[src/rtl/mem_arbiter.sv]
// mem_arbiter: shares one SDRAM MemoryController port among PPU, CPU, ROM loader and refresh.
// Build option MEM_ARB_RR_EN: CPU and loader alternate on ties instead of CPU always winning.

module mem_arbiter #(
  parameter int unsigned LAT              = 4,
  parameter int unsigned REFRESH_INTERVAL = 1500,
  parameter int unsigned REFRESH_SLACK    = 64
) (
  input  logic        clk,
  input  logic        resetn,
  input  logic        cpu_req,
  input  logic        cpu_we,
  input  logic [21:0] cpu_addr,
  input  logic [7:0]  cpu_din,
  output logic        cpu_ack,
  input  logic        ppu_req,
  input  logic [21:0] ppu_addr,
  output logic        ppu_ack,
  input  logic        ldr_req,
  input  logic [21:0] ldr_addr,
  input  logic [7:0]  ldr_din,
  output logic        ldr_ack,
  output logic        mem_read_a,
  output logic        mem_read_b,
  output logic        mem_write,
  output logic        mem_refresh,
  output logic [21:0] mem_addr,
  output logic [7:0]  mem_din,
  input  logic        mem_busy,
  output logic        refresh_miss
);

  localparam int unsigned LW = $clog2(LAT + 1);
  localparam int unsigned RW = $clog2(REFRESH_INTERVAL + 1);
  localparam int unsigned SW = $clog2(REFRESH_SLACK + 1);

  localparam logic [1:0] ST_IDLE  = 2'd0;
  localparam logic [1:0] ST_ISSUE = 2'd1;
  localparam logic [1:0] ST_WAIT  = 2'd2;

  localparam logic [1:0] OWN_PPU = 2'd0;
  localparam logic [1:0] OWN_CPU = 2'd1;
  localparam logic [1:0] OWN_LDR = 2'd2;
  localparam logic [1:0] OWN_REF = 2'd3;

  logic [1:0]    state_q, state_d;
  logic [1:0]    owner_q, owner_d;
  logic [LW-1:0] lat_q, lat_d;
  logic [RW-1:0] rcnt_q, rcnt_d;
  logic [SW-1:0] slack_q, slack_d;
  logic          pend_q, pend_d;
  logic          miss_q, miss_d;
  logic          rd_a_q, rd_a_d;
  logic          rd_b_q, rd_b_d;
  logic          wr_q, wr_d;
  logic          rf_q, rf_d;
  logic [21:0]   addr_q, addr_d;
  logic [7:0]    din_q, din_d;

  logic done, ref_clear, expire, urgent, pick_cpu;

`ifdef MEM_ARB_RR_EN
  logic last_ldr_q, last_ldr_d;
  // On a CPU/loader tie, whoever was served last yields.
  assign pick_cpu = cpu_req & (~ldr_req | last_ldr_q);
`else
  assign pick_cpu = cpu_req;
`endif

  assign done      = (state_q == ST_WAIT) && (lat_q == LW'(LAT));
  assign ref_clear = done && (owner_q == OWN_REF);
  assign expire    = (rcnt_q == '0);
  assign urgent    = pend_q && (slack_q == SW'(REFRESH_SLACK));

  always_comb begin
    state_d = state_q;
    owner_d = owner_q;
    lat_d   = lat_q;
    addr_d  = addr_q;
    din_d   = din_q;
    rd_a_d  = 1'b0;
    rd_b_d  = 1'b0;
    wr_d    = 1'b0;
    rf_d    = 1'b0;
`ifdef MEM_ARB_RR_EN
    last_ldr_d = last_ldr_q;
`endif

    rcnt_d = expire ? RW'(REFRESH_INTERVAL - 1) : rcnt_q - RW'(1);
    // A new expiry wins over a completing refresh, so the request is never dropped.
    pend_d = expire | (pend_q & ~ref_clear);
    miss_d = miss_q | (expire & pend_q);
    slack_d = slack_q;
    if (ref_clear) begin
      slack_d = '0;
    end else if (pend_q && (slack_q != SW'(REFRESH_SLACK))) begin
      slack_d = slack_q + SW'(1);
    end

    case (state_q)
      ST_IDLE: begin
        if (!mem_busy) begin
          if (urgent) begin
            owner_d = OWN_REF;
            rf_d    = 1'b1;
            state_d = ST_ISSUE;
          end else if (ppu_req) begin
            owner_d = OWN_PPU;
            rd_b_d  = 1'b1;
            addr_d  = ppu_addr;
            state_d = ST_ISSUE;
          end else if (pend_q) begin
            owner_d = OWN_REF;
            rf_d    = 1'b1;
            state_d = ST_ISSUE;
          end else if (pick_cpu) begin
            owner_d = OWN_CPU;
            rd_a_d  = ~cpu_we;
            wr_d    = cpu_we;
            addr_d  = cpu_addr;
            din_d   = cpu_din;
            state_d = ST_ISSUE;
`ifdef MEM_ARB_RR_EN
            last_ldr_d = 1'b0;
`endif
          end else if (ldr_req) begin
            owner_d = OWN_LDR;
            wr_d    = 1'b1;
            addr_d  = ldr_addr;
            din_d   = ldr_din;
            state_d = ST_ISSUE;
`ifdef MEM_ARB_RR_EN
            last_ldr_d = 1'b1;
`endif
          end
        end
      end
      ST_ISSUE: begin
        lat_d   = LW'(1);
        state_d = ST_WAIT;
      end
      ST_WAIT: begin
        if (done) begin
          state_d = ST_IDLE;
        end else begin
          lat_d = lat_q + LW'(1);
        end
      end
      default: state_d = ST_IDLE;
    endcase
  end

  always_ff @(posedge clk or negedge resetn) begin
    if (!resetn) begin
      state_q <= ST_IDLE;
      owner_q <= OWN_PPU;
      lat_q   <= '0;
      rcnt_q  <= RW'(REFRESH_INTERVAL - 1);
      slack_q <= '0;
      pend_q  <= 1'b0;
      miss_q  <= 1'b0;
      rd_a_q  <= 1'b0;
      rd_b_q  <= 1'b0;
      wr_q    <= 1'b0;
      rf_q    <= 1'b0;
      addr_q  <= '0;
      din_q   <= '0;
`ifdef MEM_ARB_RR_EN
      last_ldr_q <= 1'b1;
`endif
    end else begin
      state_q <= state_d;
      owner_q <= owner_d;
      lat_q   <= lat_d;
      rcnt_q  <= rcnt_d;
      slack_q <= slack_d;
      pend_q  <= pend_d;
      miss_q  <= miss_d;
      rd_a_q  <= rd_a_d;
      rd_b_q  <= rd_b_d;
      wr_q    <= wr_d;
      rf_q    <= rf_d;
      addr_q  <= addr_d;
      din_q   <= din_d;
`ifdef MEM_ARB_RR_EN
      last_ldr_q <= last_ldr_d;
`endif
    end
  end

  assign cpu_ack      = done && (owner_q == OWN_CPU);
  assign ppu_ack      = done && (owner_q == OWN_PPU);
  assign ldr_ack      = done && (owner_q == OWN_LDR);
  assign mem_read_a   = rd_a_q;
  assign mem_read_b   = rd_b_q;
  assign mem_write    = wr_q;
  assign mem_refresh  = rf_q;
  assign mem_addr     = addr_q;
  assign mem_din      = din_q;
  assign refresh_miss = miss_q;

endmodule
[config.mk]
export PLATFORM = sky130hd
export DESIGN_NAME = mem_arbiter
export DESIGN_NICKNAME = d
export VERILOG_FILES = /design/src/rtl/mem_arbiter.sv
export SDC_FILE = /design/constraint.sdc
export NUM_CORES = 1
export LEC_CHECK = 0
export BUFFER_PORTS_ARGS = -buffer_cell sky130_fd_sc_hd__buf_2
export CORE_UTILIZATION = 49
export CTS_CLUSTER_DIAMETER = 120
export DETAILED_ROUTE_END_ITERATION = 7
export GPL_TIMING_DRIVEN = 0
export HOLD_SLACK_MARGIN = 0.03
export PLACE_DENSITY = 0.82
export REMOVE_ABC_BUFFERS = 1
export SYNTH_ARGS = -nofsm -noshare
export SYNTH_HDL_FRONTEND = slang
export SYNTH_SLANG_ARGS = --single-unit
[constraint.sdc]
create_clock -name clk -period 2.5 [get_ports clk]
set_clock_uncertainty 0.15 [all_clocks]
set_input_delay 0.25 -clock clk [delete_from_list [all_inputs] [get_ports clk]]
set_output_delay 0.25 -clock clk [all_outputs]
set_load 0.1 [all_outputs]
==> flow_summary_export.csv, run 1 <==
group,metric,value,unit
global_route,grt_usage,0.2242,
yosys,synth.area.top_cells,"dfrtp_1 40%, mux2_4 9.0%, mux2i_1 7.5%, dfstp_2 6.3%, o21ai_0 4.7%",
final_layout,multi_input_area,1677,um^2
die,die_y,84.35,um
status,status,"complete, but fails checks",
sta,fin_tns_setup,0,ns
yosys,yosysSeqAreaShare,0.4623,
route,wire_per_inst,14.74,um
status,violations,"design-rule violations",
sta,timing.fmax,425.6,MHz
global_route,grt_overflow_total,0,
final_layout,design_area,4187,um^2
final_layout,fin_nets,533,
placed_design,port_buffers,126,
global_route,grt_max_degree,62,
critical_path,crit_path_end_kind,"flip-flop",
power,power.total,5.203,mW
yosys,yosysTopAreaCell,"dfrtp_1",
min_path,hold_class,"primary input to flip-flop",
sta,slew_headroom,0.4795,
route,routed_wl,7664,um
clock_tree,numClockSinks,61,
clock_tree,clk_path_buf_depth,2,
yosys,synth.distinct_cells,48,
placed_design,dp_cells,500,
sta,finalHoldViolCount,0,
final_layout,fillers,525,
yosys,synthCells,317,
global_route,grt_pass1_vias,2777,
yosys,netlist.area_leader.share,0.3991,
sta,tightest_slew,0.7808,ns
clock_tree,cts_buffers,9,
die,io_pins,127,
yosys,syn_avg_cell_area,10.48,um^2
final_layout,drive_gt1_frac,0.4041,
route,ant_nets,0,
power,pwr_density_cell,1243,nW/um^2
yosys,synth-async-reset-ratio,1.000,
final_layout,num_antenna_cells,0,
placed_design,dpl.hpwl,5415,um
critical_path,cp_max_fo,11,
clock_tree,cts_tree,"yes",
clock_tree,clkTransAtPathRegs,0.07,ns
sta,fin_crit,2.350,ns
clock_tree,clockRootBuffer,"clkbuf_8",
global_route,grt_pass1_wl,12630,um
sta,rsz0062_at_grt,"false",
sta,drv_slew,0,
clock_tree,htree_num_levels,3,
critical_path,cp.arrival,2.41,ns
placed_design,place.gp.congestion,0.8127,
yosys,synth_edf_count,0,
power,p_leak,2.189,nW
route,vias,2839,
sta,setup_viol,0,
route,dr.first_iter.drc_count,133,
clock_tree,clock_latency,0.32,ns
route,drt-pass1-iter-count,6,
global_route,grt_antenna_before_repair,0,
yosys,ys_ff_latch,61,
yosys,synthFlopType,"dfrtp_1",
flow_run,max_cap_viol_count,0,
placed_design,placed_area,3951,um^2
sta,period_share,0.9399,
die,rows,29,
die,die-area,7115,um^2
final_layout,stdcell_count,520,
critical_path,required,2.56,ns
yosys,synth_warnings,0,
die,core_area,6459,um^2
final_layout,post-route-util,0.6482,
yosys,syn_area,3323,um^2
route,avgViaCountPerCell,5.460,
final_layout,register_area,1536,um^2
final_layout,syn_to_final_growth,25.98,%
die,start_util,0.5145,
critical_path,critPathLaunchType,"flip-flop",
power,peakVddDrop,1054,uV
die,die_w,84.35,um
route,route.detailed.drc,4,
critical_path,critical_path_class,"flip-flop to flip-flop",
-- cells by family (layout without fill, tap and decap cells) --
logic type	count (synthesis)	after routing	share of synthesized area
simple gates	85	85	0.1337
compound gates	77	78	0.1374
flops	61	61	0.4623
mux	49	49	0.1792
buf+inv	30	155	0.04104
xor+xnor	9	9	0.02372
fa+ha+maj	6	6	0.02259
-- cells in the mapped netlist, types with 3 or more instances --
cell type / count
and3_1: 3
buf_2: 7
inv_1: 9
a21oi_1: 16
nor3_1: 3
clkbuf_1: 10
dfstp_2: 8
xnor2_1: 3
nand3_1: 3
ha_1: 6
o22ai_1: 15
dfrtp_1: 53
o31ai_1: 4
nand4_1: 4
nand2_1: 36
mux2_2: 4
mux2i_1: 25
xor2_1: 6
nor2_1: 18
mux2_4: 20
o21ai_0: 31
-- report_power, final --
group | total (mW) | internal (mW) | switching [mW]
logic | 2.83 | 0.739 | 2.09
clock network | 0.743 | 0.385 | 0.358
registers | 1.63 | 1.31 | 0.316
-- layout make-up --
class                           count  area share
Clock buffer                       14     0.03646
Clock inverter                      2    0.002391
Inverter                           10    0.008966
Multi-Input combinational cell    227      0.4005
Sequential cell                    61      0.3670
Tap cell                           77     0.02301
Timing Repair Buffer              129      0.1617
-- registers in the layout, summed over array words and instances (netlist names), 2 cells and up --
name	flops
state_q	2
slack_q	7
mem_addr	22
rcnt_q	11
owner_q	2
mem_din	8
lat_q	3
-- worst paths after layout --
kind	end	depth (start not counted)	start	slack (ns)
setup / recovery	mem_addr[0]	6	slack_q[0]	0.15
hold reg to reg	refresh_miss	1	refresh_miss	0.32
max in group asynchronous	rcnt_q[2]	2	resetn	1.30
hold / removal	mem_din[2]	3	cpu_din[2]	0.04
setup reg to reg	mem_addr[0]	6	slack_q[0]	0.15
min in group asynchronous	mem_write	2	resetn	0.40
-- worst max-delay path, cell delays in order (launching register included) --
cell,delay (ns)
dfrtp_1,0.41
inv_1,0.10
ha_1,0.20
nand4bb_4,0.15
o31a_1,0.36
o21ai_4,0.47
mux2_2,0.39
-- metrics by stage --
step           setup WS, ns  hold slack [ns]
6_report             0.1501          0.04230
3_5_place_dp        -0.1375           0.2776
5_1_grt             0.02400          0.06334
4_1_cts             0.04879          0.03415
2_1_floorplan        -1.160          -0.1956
3_3_place_gp        -0.1099           0.2732
-- placed cells by master (no fill, tap or decap), types with 6 or more instances in the layout --
| master | Yosys | final |
|---|---|---|
| a21oi_1 | 16 | 16 |
| clkbuf_8 | 0 | 11 |
| ha_1 | 6 | 6 |
| inv_1 | 9 | 9 |
| mux2_4 | 20 | 20 |
| o21ai_0 | 31 | 31 |
| dfstp_2 | 8 | 8 |
| nor2_1 | 18 | 18 |
| xor2_1 | 6 | 6 |
| dfrtp_1 | 53 | 53 |
| nand2_1 | 36 | 36 |
| mux2i_1 | 25 | 25 |
| o22ai_1 | 15 | 15 |
| buf_2 | 7 | 122 |
-- layer usage --
layer  track usage  vias up  routed length [um]
met3       0.04916        8                 419
met5             0        -                   0
met4       0.09399        0                  95
met1        0.2766     1363                3222
met2        0.3830       91                3928
li1              -     1377                   -
-- repair_timing --
| action | CTS | global route |
|---|---|---|
| endpoints found under the setup margin | 25 | 3 |
| gates cloned | 1 | 0 |
| gates resized for setup | 4 | 3 |
| pin swaps | 1 | 0 |
| hold buffers | 2 | 1 |
| buffers inserted | 0 | 0 |
| hold endpoints to repair | 2 | 53 |
Power figures use the tool's default switching activity.
==> run 2: changes to the inputs <==
--- a/config.mk
+++ b/config.mk
@@ -12,6 +12,7 @@
 export GPL_TIMING_DRIVEN = 0
 export HOLD_SLACK_MARGIN = 0.03
 export PLACE_DENSITY = 0.82
+export RECOVER_POWER = 25
 export REMOVE_ABC_BUFFERS = 1
 export SYNTH_ARGS = -nofsm -noshare
 export SYNTH_HDL_FRONTEND = slang
==> run 2 against run 1 <==
Net effect: the run still ends with design-rule violations left; wire length hardly changed; maximum frequency about the same; via count hardly changed; critical endpoint unchanged; largest cell class unchanged.
==> flow_summary_export.csv, run 2 (synthesis results as in run 1) <==
group,metric,value,unit
status,status,"complete, but fails checks",
status,violations,"design-rule violations",
critical_path,crit_path_top_delay_cell,"o21ai_4",
sta,period_share,0.9399,
critical_path,cp.arrival,2.41,ns
sta,timing.fmax,425.6,MHz
global_route,grt_overflow_total,0,
global_route,grt_antenna_before_repair,0,
final_layout,syn_to_final_growth,25.90,%
critical_path,startpoint,"slack_q[0]",
route,route.detailed.drc,4,
min_path,hold_class,"primary input to flip-flop",
critical_path,worstPathCellList,"inv_1, ha_1, nand4bb_4, o31a_1, o21ai_4, mux2_2",
final_layout,stdcell_count,520,
route,drt-pass1-iter-count,6,
final_layout,num_antenna_cells,0,
power,internal_power,2.438,mW
placed_design,dpl.hpwl,5415,um
sta,rsz0062_at_grt,"false",
final_layout,fin_nets,533,
route,dr.first_iter.drc_count,133,
power,peakVddDrop,1054,uV
sta,slew_headroom,0.01148,
global_route,grt_pass1_vias,2777,
die,die-area,7115,um^2
final_layout,final_common_cell,"buf_2",
route,ant_nets,0,
power,swShare,0.5313,
placed_design,placed_area,3951,um^2
critical_path,critPathLaunchType,"flip-flop",
sta,fin_tns_setup,0,ns
placed_design,place.gp.congestion,0.8127,
placed_design,dp_cells,500,
power,switchingPower,2.764,mW
die,die_y,84.35,um
final_layout,design_area,4184,um^2
flow_run,max_cap_viol_count,0,
die,start_util,0.5145,
clock_tree,cts_buffers,9,
final_layout,final_cell_mix,"122 x buf_2, 53 x dfrtp_1, 36 x nand2_1, 31 x o21ai_0, 25 x mux2i_1",
critical_path,r2r_start,"slack_q[0]",
sta,drv_slew,0,
critical_path,cp_max_fo,11,
power,p_clk_frac,0.143,
power,p_leak,2.189,nW
clock_tree,cts_tree,"yes",
clock_tree,numClockSinks,61,
global_route,grt_usage,0.2242,
clock_tree,htree_num_levels,3,
power,combPwrFrac,0.544,
placed_design,port_buffers,126,
final_layout,drive_gt1_frac,0.4041,
final_layout,largest_reg_flops,22,
min_path,min_from,"cpu_din[2]",
sta,setup_viol,0,
die,die_w,84.35,um
critical_path,crit_path_end_kind,"flip-flop",
sta,tightest_slew,1.483,ns
global_route,grt_max_degree,62,
critical_path,max_stage_delay,0.47,ns
sta,fin_crit,2.350,ns
sta,finalHoldViolCount,0,
die,core_area,6459,um^2
final_layout,fillers,526,
route,avgViaCountPerCell,5.458,
route,wire_per_inst,14.74,um
clock_tree,clockRootBuffer,"clkbuf_8",
power,power.total,5.202,mW
clock_tree,post_cts_buffers,0,
global_route,grt_pass1_wl,12630,um
clock_tree,clk_path_buf_depth,2,
power,pwr_density_cell,1243,nW/um^2
clock_tree,clkTransAtPathRegs,0.07,ns
power,sequentialPowerShare,0.313,
critical_path,required,2.56,ns
route,vias,2838,
route,routed_wl,7663,um
die,rows,29,
critical_path,critical_path_class,"flip-flop to flip-flop",
die,io_pins,127,
clock_tree,clock_latency,0.32,ns
[run 2: changes by cell type in the layout (fill, tap and decap cells not counted)]
| cell | before | now |
|---|---|---|
| buf_4 | 3 | 2 |
| clkbuf_2 | 0 | 1 |
[run 2: timing repair]
item,CTS,global route
gates cloned,1,0
hold endpoints to repair,2,53
gates resized for setup,4,3
setup endpoints to repair,25,3
hold buffers,2,1
pin swaps,1,0
[run 2: cell type report]
| type | count | area (um^2) | share of cell area |
|---|---|---|---|
| Clock buffer | 14 | 152.6 | 0.03648 |
| Timing Repair Buffer | 129 | 674.4 | 0.1612 |
| Tap cell | 77 | 96.34 | 0.02303 |
| Inverter | 10 | 37.54 | 0.008971 |
| Clock inverter | 2 | 10.01 | 0.002392 |
| Sequential cell | 61 | 1536 | 0.3672 |
| Multi-Input combinational cell | 227 | 1677 | 0.4007 |
[run 2: power by group through the flow]
stage	combinational, mW	clock, mW	sequential [mW]
2_1_floorplan	0.810	0	3.10
3_5_place_dp	2.82	0	1.62
5_1_grt	2.96	0.795	1.68
4_1_cts	2.84	0.755	1.62
3_3_place_gp	2.76	0	1.62
6_report	2.83	0.743	1.63
[run 2: routing by layer]
layer | global-route usage | wire length, um | up-vias
li1 | - | - | 1377
met1 | 0.2766 | 3226 | 1364
met2 | 0.3830 | 3926 | 89
met3 | 0.04916 | 414 | 8
met4 | 0.09399 | 95 | 0
met5 | 0 | 0 | -
[run 2: through the flow]
step | setup WS (ns) | util | hold slack [ns]
floorplan | -1.160 | - | -0.1956
CTS | 0.04879 | 0.6437 | 0.03415
global placement | -0.1099 | 0.6118 | 0.2732
finish | 0.1501 | 0.6478 | 0.04230
detailed placement | -0.1375 | 0.6118 | 0.2776
global route | 0.02400 | 0.6478 | 0.06334
[run 2: final timing paths]
kind / depth (start not counted) / endpoint / slack, ns
max: 6 / mem_addr[0] / 0.15
min: 3 / mem_din[2] / 0.04
max reg2reg: 6 / mem_addr[0] / 0.15
min reg2reg: 1 / refresh_miss / 0.32
max in group asynchronous: 2 / rcnt_q[2] / 0.63
min in group asynchronous: 2 / mem_write / 0.69
[run 2: worst max-delay path, delay by kind of cell, from the launching register on]
kind	cells	cell delay [ns]
mux	1	0.39
compound gates	2	0.83
flops	1	0.41
buf+inv	1	0.10
simple gates	1	0.15
fa+ha+maj	1	0.20
